==> config.mk <==
export PLATFORM = sky130hd
export DESIGN_NAME = gold_sprite_scheduler
export DESIGN_NICKNAME = d
export VERILOG_FILES = /design/src/rtl/gold_sprite_scheduler.sv
export SDC_FILE = /design/constraint.sdc
export NUM_CORES = 1
export LEC_CHECK = 0
export BUFFER_PORTS_ARGS = -buffer_cell sky130_fd_sc_hd__buf_2
export CORE_MARGIN = 5
export CORE_UTILIZATION = 55
export DETAILED_ROUTE_END_ITERATION = 6
export PLACE_DENSITY = 0.72
export SETUP_SLACK_MARGIN = 0.15
export SYNTH_ARGS = -nofsm -noshare
export SYNTH_HDL_FRONTEND = slang
export SYNTH_SLANG_ARGS = --single-unit
==> constraint.sdc <==
create_clock -name clk -period 9.55 [get_ports clk]
set_clock_uncertainty 0.15 [all_clocks]
set_input_delay 1.4325 -clock clk [delete_from_list [all_inputs] [get_ports clk]]
set_output_delay 1.4325 -clock clk [all_outputs]
set_load 0.02 [all_outputs]
==> src/rtl/gold_sprite_scheduler.sv <==
// gold_sprite_scheduler: shares one sprite ROM among nugget slots, picking the lowest-index active slot covering each pixel.
module gold_sprite_scheduler #(
    parameter int N_GOLD   = 10,
    parameter int SPRITE_W = 40,
    parameter int SPRITE_H = 40,
    parameter int ROM_LAT  = 1
) (
    input  logic              clk,
    input  logic              rst,
    input  logic [10:0]       curr_x,
    input  logic [9:0]        curr_y,
    input  logic              cfg_we,
    input  logic [3:0]        cfg_idx,
    input  logic [10:0]       cfg_x,
    input  logic [9:0]        cfg_y,
    input  logic              collect_req,
    input  logic [3:0]        collect_idx,
    input  logic              level_restart,
    output logic              collect_ack,
    output logic              collect_was_active,
    output logic              rom_en,
    output logic [10:0]       rom_addr,
    output logic [3:0]        hit_idx,
    output logic              pix_valid,
    output logic [3:0]        pix_idx,
    output logic [N_GOLD-1:0] active_mask,
    output logic [3:0]        remaining,
    output logic              all_collected
);
    localparam logic [3:0] N_IDX = 4'(N_GOLD);
    localparam logic [9:0][10:0] RST_X = {11'd1144, 11'd10, 11'd1144, 11'd262, 11'd766,
                                          11'd640, 11'd1018, 11'd892, 11'd136, 11'd262};
    localparam logic [9:0][9:0] RST_Y = {10'd442, 10'd442, 10'd10, 10'd118, 10'd226,
                                         10'd442, 10'd226, 10'd118, 10'd334, 10'd442};
    logic [10:0] r_x [N_GOLD];
    logic [9:0]  r_y [N_GOLD];
    logic [N_GOLD-1:0] r_active;
    logic [3:0]  r_remaining;
    logic        r_all_collected;
    logic        r_ack;
    logic        r_was_active;
    logic        r_rom_en;
    logic [10:0] r_rom_addr;
    logic [3:0]  r_hit_idx;
    logic [ROM_LAT-1:0]      r_pv;
    logic [ROM_LAT-1:0][3:0] r_pi;
    logic [N_GOLD-1:0] w_hit;
    logic [N_GOLD-1:0] w_mask_nxt;
    logic        w_any;
    logic [3:0]  w_win;
    logic [10:0] w_dx;
    logic [10:0] w_dy;
    logic [10:0] w_addr;
    logic        w_collect_ok;
    logic        w_cfg_ok;

    function automatic logic [3:0] popcount(input logic [N_GOLD-1:0] m);
        logic [3:0] c;
        c = '0;
        for (int i = 0; i < N_GOLD; i++) c = c + 4'(m[i]);
        return c;
    endfunction

    // Widened compares keep x+W-1 / y+H-1 from wrapping near the field edge.
    for (genvar k = 0; k < N_GOLD; k++) begin : g_hit
        logic [11:0] w_cx, w_xk;
        logic [10:0] w_cy, w_yk;
        assign w_cx = {1'b0, curr_x};
        assign w_xk = {1'b0, r_x[k]};
        assign w_cy = {1'b0, curr_y};
        assign w_yk = {1'b0, r_y[k]};
        assign w_hit[k] = r_active[k] && w_cx >= w_xk && w_cx <= w_xk + 12'(SPRITE_W - 1)
                          && w_cy >= w_yk && w_cy <= w_yk + 11'(SPRITE_H - 1);
    end

    always_comb begin
        w_any = 1'b0;
        w_win = '0;
        for (int i = N_GOLD - 1; i >= 0; i--) begin
            if (w_hit[i]) begin
                w_any = 1'b1;
                w_win = 4'(i);
            end
        end
    end

    assign w_dx   = curr_x - r_x[w_win];
    assign w_dy   = {1'b0, curr_y - r_y[w_win]};
    assign w_addr = w_dx + (w_dy << 5) + (w_dy << 3);

    assign w_collect_ok = collect_req && collect_idx < N_IDX;
    assign w_cfg_ok     = cfg_we && cfg_idx < N_IDX;
    assign w_mask_nxt   = level_restart ? '1
                        : w_collect_ok ? r_active & ~(N_GOLD'(1) << collect_idx)
                        : r_active;

    always_ff @(posedge clk) begin
        if (rst) begin
            for (int i = 0; i < N_GOLD; i++) begin
                r_x[i] <= RST_X[i % 10];
                r_y[i] <= RST_Y[i % 10];
            end
            r_active        <= '1;
            r_remaining     <= 4'(N_GOLD);
            r_all_collected <= 1'b0;
            r_ack           <= 1'b0;
            r_was_active    <= 1'b0;
            r_rom_en        <= 1'b0;
            r_rom_addr      <= '0;
            r_hit_idx       <= '0;
            r_pv            <= '0;
            r_pi            <= '0;
        end else begin
            if (w_cfg_ok) begin
                r_x[cfg_idx] <= cfg_x;
                r_y[cfg_idx] <= cfg_y;
            end
            r_active        <= w_mask_nxt;
            r_remaining     <= popcount(w_mask_nxt);
            r_all_collected <= w_mask_nxt == '0;
            r_ack           <= collect_req;
            r_was_active    <= w_collect_ok ? r_active[collect_idx] : 1'b0;
            r_rom_en        <= w_any;
            r_rom_addr      <= w_any ? w_addr : '0;
            r_hit_idx       <= w_any ? w_win : '0;
            r_pv[0]         <= r_rom_en;
            r_pi[0]         <= r_hit_idx;
            for (int i = 1; i < ROM_LAT; i++) begin
                r_pv[i] <= r_pv[i-1];
                r_pi[i] <= r_pi[i-1];
            end
        end
    end

    assign collect_ack        = r_ack;
    assign collect_was_active = r_was_active;
    assign rom_en             = r_rom_en;
    assign rom_addr           = r_rom_addr;
    assign hit_idx            = r_hit_idx;
    assign pix_valid          = r_pv[ROM_LAT-1];
    assign pix_idx            = r_pi[ROM_LAT-1];
    assign active_mask        = r_active;
    assign remaining          = r_remaining;
    assign all_collected      = r_all_collected;
endmodule

### After elaboration in Yosys (flattened, before gate mapping)

Memories as Yosys holds them, arrays and structs flattened.
Index checks and enable logic that the tools add are counted.

| word-level totals | value |
|---|---|
| output and inout bits | 38 |
| memories kept | 2 |
| input port bits | 55 |
| logic and storage cells | 175 |
| register bits | 38 |
| bits in writable memories | 210 |

Memories:

| memory | words | bits a word | rd ports | clocked after memory_dff | write ports | RTL line | source |
|---|---|---|---|---|---|---|---|
| r_x | 10 | 11 | 11 | 0 | 10 | 35 | `logic [10:0] r_x [N_GOLD];` |
| r_y | 10 | 10 | 11 | 0 | 10 | 36 | `logic [9:0] r_y [N_GOLD];` |

| operators by class | value |
|---|---|
| add/subtract/negate cells | 33 |
| $lt $le $gt $ge | 43 |
| bitwise gates (word level) | 4 |
| mux-type cells | 35 |
| reductions and logical operators | 47 |
| shift-type cells | 1 |

Operators with widths:

| kind | count |
|---|---|
| $add A11 B6 Y12 const B | 10 |
| $le A11 B12 Y1 | 10 |
| $add A10 B6 Y11 const B | 10 |
| $ge A11 B11 Y1 | 10 |
| $le A10 B11 Y1 | 10 |
| $ge A10 B10 Y1 | 10 |
| $mux W4 | 12 |
| $logic_and A1 B1 Y1 | 42 |
| $mux W10 | 3 |
| $add A4 B1 Y4 | 6 |
| $add A11 B11 Y11 | 2 |
| $mux W1 | 18 |
| $mux W11 | 1 |
| $reduce_or A11 Y1 | 1 |
| $sub A11 B11 Y11 | 1 |
| $and A10 B10 Y10 | 1 |
| $logic_not A10 Y1 | 1 |
| $not A10 Y10 | 1 |
| $reduce_or A10 Y1 | 1 |
| $shl A1 B4 Y10 const A | 1 |
| $lt A4 B4 Y1 const B | 2 |
| $sub A8 B8 Y8 | 1 |
| $lt A4 B5 Y1 const B | 1 |
| $add A3 B1 Y4 | 1 |
| 5 further kinds | 7 |

### Depth between registers and ports, before layout

An unclocked memory read counts as a cell.

| depth | value |
|---|---|
| word-level depth | 20 |
| depth in mapped cells | 40 |
| mapped depth without buffers | 38 |

### Least setup slack after synthesis

No wires, ideal clock.

| timing path | value |
|---|---|
| path type | input port to flip-flop |
| from | input curr_x[0] |
| to | register r_rom_addr[10] (netlist: rom_addr[10]) |
| setup time | 0.121 ns |
| buffers on the path | 2 |
| slack | 1.273 ns |
| required time | 9.279 ns |
| cell stages on the path | 33 |
| arrival | 8.005 ns |
| cell sequence | inv_1 -> ha_1 -> nand4_1 -> o41ai_1 -> a32o_1 -> a31oi_1 -> or4_4 -> a221oi_2 -> nor2_1 -> nor2_2 -> clkbuf_1 -> clkbuf_1 -> a21oi_1 -> mux2i_1 -> a21oi_1 -> ha_1 -> fa_1 -> nor2b_1 -> o21ai_0 -> nand2b_1 -> xnor2_1 -> inv_1 -> fa_1 -> inv_1 -> fa_1 -> inv_1 -> ha_1 -> a21oi_1 -> o21ai_0 -> xnor2_1 -> xnor2_1 -> xnor2_1 -> mux2_4 |

| on the way | value |
|---|---|
| word-level cells in the longest chain between the ends | 19 |
| elaborated cells on any way between the ends | 88 |
| classes of those cells | add/sub (4); order compare (20); mux (20); bitwise (1); reduce/logical (41); memory (2) |

Ends and longest elaborated chain:

| what | RTL line | source |
|---|---|---|
| start: declaration | 10 | `input logic [10:0] curr_x,` |
| $ge A11 B11 Y1 | 72 | `assign w_hit[k] = r_active[k] && w_cx >= w_xk && w_cx <= w_xk + 12'(SPRITE_W - 1)` |
| $logic_and A1 B1 Y1 (2 in series) | 72 |  |
| $logic_and A1 B1 Y1 (2 in series) | 73 | `&& w_cy >= w_yk && w_cy <= w_yk + 11'(SPRITE_H - 1);` |
| $mux W4 (10 in series) | 80 | `if (w_hit[i]) begin` |
| $mem_v2 Z10 W11 or $mem_v2 Z10 W10 (tied branches) | n/a |  |
| $sub A11 B11 Y11 or $sub A8 B8 Y8 (tied branches) | 87, 88 |  |
| $add A11 B11 Y11 (2 in series) | 89 | `assign w_addr = w_dx + (w_dy << 5) + (w_dy << 3);` |
| end signal: assignment | 124 | `r_rom_addr <= w_any ? w_addr : '0;` |
| end: declaration | 43 | `logic [10:0] r_rom_addr;` |

Parallel ways exist; a longest one is shown, timed or not.
A chain may end at the register's enable or synchronous reset.

==> impl_metrics.py <==
metrics = {
    "die": {
        "placementRows": 79,
        "start_util_pct": 55.5,
        "core_area_mm2": 0.0466,
        "die-area_mm2": 0.0514,
        "die_x_um": 227,
        "num_io_pins": 93,
        "die_y_um": 227,
    },
    "timing": {
        "slew_headroom_pct": 8.29,
        "finalSetupTns_ps": 0,
        "setup_ws_ps": 698,
        "rsz0062_at_grt": "no",
        "slew_violations": 0,
        "setup_violations": 0,
        "hold-worst-slack_ps": 334,
        "tightest_slew_ps": 1360,
        "fmax_ghz": 0.113,
        "post-route-period-util_pct": 92.7,
        "period_needed_ps": 8850,
        "hold_viol": 0,
    },
    "cells_and_area": {
        "regArea_mm2": 0.00809,
        "fin_area_mm2": 0.0288,
        "drive_above_1_share_pct": 8.59,
        "fin_nets": 3554,
        "multiInputGateArea_mm2": 0.0166,
        "fill_cells": 3999,
        "syn2layout_area_growth_pct": 11.6,
        "finalNonFillerCells": 3649,
        "fin_util_pct": 61.9,
    },
    "place": {
        "port_buffers": 92,
        "hpwl_um": 67900,
        "dp.cells": 3582,
        "dp_slack_ps": 279,
        "placed_cell_area_mm2": 0.0276,
        "gp_congestion": 0.995,
    },
    "outcome": {
        "status": "completed",
    },
    "logic_synthesis": {
        "ys_dominant_reg_cell": "edfxtp_1",
        "synth_area_per_cell_um2": 9.10,
        "synth_edf_count": 244,
        "netlist_area_mm2": 0.0258,
        "yosys.area_share.simple_pct": 15.5,
        "netlist_instances": 2839,
        "ys_seq_area_share_pct": 31.3,
        "synth_fa_ha_area_share_pct": 24.1,
        "synth_compound_area_share_pct": 15.3,
        "synth_seq_cells": 282,
        "ys_types": 91,
        "synth_mux_area_share_pct": 2.19,
        "synthArstFlopShare_pct": 0,
        "synth_top_family_by_area": "adder cells",
        "synth_xor_xnor_area_share_pct": 6.37,
        "yosys_warnings": 0,
    },
    "drt": {
        "ant_nets": 0,
        "wl_um": 88100,
        "via_per_inst": 6.29,
        "drcViolationCount": 0,
        "drt_iter0_drc": 2634,
        "wl_per_cell_um": 24.1,
        "drt_first_pass_iters": 7,
        "vias": 23000,
    },
    "min_path": {
        "hp-class": "reg -> reg",
    },
    "clock_network": {
        "clockBufferDepth": 3,
        "clk_pin_slew_ps": 60,
        "cts_max_level": 2,
        "cts_buffers": 36,
        "clock_sink_count": 282,
        "cts_tree": "done",
        "root_buffer": "clkbuf_16",
        "clock_latency_ps": 560,
    },
    "power_and_ir_drop": {
        "p_leak_nw": 12.8,
        "p_per_area_mw_per_mm2": 206,
        "ir_worst_vdd_mv": 0.200,
        "finalPower_mw": 5.93,
    },
    "setup_path": {
        "cp_slowest_stage_delay_ps": 620,
        "path_max_fanout": 28,
        "slowest_stage": "fa_1",
        "required_ps": 9840,
        "crit_path_end_kind": "flop",
        "cp-start-kind": "flop",
        "cp.arrival_ps": 9140,
        "worstSetupPathType": "reg -> reg",
    },
    "global_route": {
        "grt_max_degree": 46,
        "antenna_found_initial": 4,
        "grt_pass1_vias": 22300,
        "grt_pass1_wl_um": 131000,
        "overflow": 0,
        "track_usage_pct": 33.7,
    },
    "flow_run": {
        "max_cap_viol_count": 0,
    },
}
flip-flops by register name, indices dropped and copies added (netlist names):
signal,flops
active_mask,10
all_collected,1
collect_ack,1
collect_was_active,1
hit_idx,4
pix_idx,4
pix_valid,1
r_x,130
r_y,114
remaining,4
rom_addr,11
rom_en,1
report_power, final:
part	internal (mW)	switching (mW)	leakage, nW	total, mW
Clock	0.849	0.570	0.577	1.42
Combinational	1.26	1.74	9.55	3.01
Sequential	1.43	0.0772	2.69	1.51
Total	3.55	2.39	12.8	5.93
Yosys cell counts (all sizes together), types with 6 or more instances:
cell	count	area (um2)
nor4	14	93.8
ha	465	5820
a211oi	51	383
or3	17	106
o2111ai	10	87.6
clkbuf	41	154
a31oi	34	228
nand4	58	363
o21bai	8	60.1
fa	20	400
o211ai	39	293
buf	22	98.8
and3	9	56.3
a2111oi	8	76.3
a221oi	6	58.8
o21a	21	158
a21o	43	323
nand3	64	320
o31ai	13	111
xnor2	186	1630
mux2i	48	480
dfxtp	38	761
edfxtp	244	7330
inv	294	1100
nand2	294	1100
and2	10	62.6
nand3b	6	45.0
nand2b	30	188
o311ai	9	78.8
nor3	64	320
nor2b	30	188
a211o	15	131
a21oi	167	836
a21boi	9	67.6
o21ai	126	634
nor2	245	922
o22ai	6	37.5
repair_timing:
action                     CTS  global route
setup buffers                0             0
setup endpoints to repair    0             1
hold buffers                 0             0
gates resized for setup      0             0
area by class of cell:
| class | count | area share (%) |
|---|---|---|
| Inverter | 295 | 3.84 |
| Clock buffer | 41 | 3.30 |
| Clock inverter | 22 | 0.842 |
| Antenna cell | 3 | 0.0260 |
| Timing Repair Buffer | 166 | 3.70 |
| Tap cell | 607 | 2.63 |
| Sequential cell | 282 | 28.1 |
| Multi-Input combinational cell | 2233 | 57.6 |
final timing paths:
kind	depth (start not counted)	startpoint	end	slack [ps]
max	34	r_x[3][2]	rom_addr[10]	700
min	1	hit_idx[2]	pix_idx[2]	330
max reg2reg	34	r_x[3][2]	rom_addr[10]	700
min reg2reg	1	hit_idx[2]	pix_idx[2]	330
worst max-delay path: cells and delay by family, from the launching register on:
kind / cells / cell delay (ps)
DFF: 1 / 500
muxes: 2 / 560
xor gates and xnor gates: 4 / 690
AOI/OAI and AO/OA: 12 / 2650
adders and majority gates: 6 / 2240
and+or+nand+nor: 7 / 1490
buffers and inverters: 3 / 420
logic make-up after synthesis:
logic type / after synthesis
XOR/XNOR: 188
flip-flops: 282
adder cells (fa/ha/maj): 485
AO/OA/AOI/OAI: 607
buffers and inverters: 358
AND/OR/NAND/NOR: 865
other: 1
multiplexers: 53
cell usage in the layout (no fill, tap or decap), types with 8 or more instances in the layout:
| cell | instances |
|---|---|
| inv_1 | 289 |
| ha_1 | 465 |
| and3_1 | 9 |
| o21a_1 | 21 |
| nor4_1 | 10 |
| o211ai_1 | 39 |
| o21bai_1 | 8 |
| o2111ai_1 | 10 |
| a21oi_1 | 167 |
| nand3_1 | 64 |
| a211o_1 | 15 |
| buf_4 | 70 |
| nor2_2 | 10 |
| or3_1 | 17 |
| a211oi_1 | 51 |
| a31oi_1 | 33 |
| o31ai_1 | 11 |
| buf_2 | 92 |
| and2_1 | 8 |
| nor2_1 | 235 |
| conb_1 | 34 |
| edfxtp_1 | 244 |
| nor2b_1 | 30 |
| a21o_1 | 43 |
| mux2i_1 | 48 |
| nand4_1 | 58 |
| nand2_1 | 294 |
| dfxtp_1 | 38 |
| fa_1 | 20 |
| nor3_1 | 63 |
| clkbuf_16 | 37 |
| xnor2_1 | 186 |
| o21ai_0 | 121 |
| nand2b_1 | 30 |
| o311ai_1 | 8 |
metal layers:
metal | vias to the layer above | track usage, % | wire [um]
met1 | 11100 | 47.0 | 36600
met4 | 0 | 11.8 | 3310
li1 | 10600 | - | -
met2 | 1141 | 54.1 | 39600
met5 | - | 0 | 0
met3 | 194 | 4.53 | 8530
No activity file was read; power rests on OpenSTA's default activity.
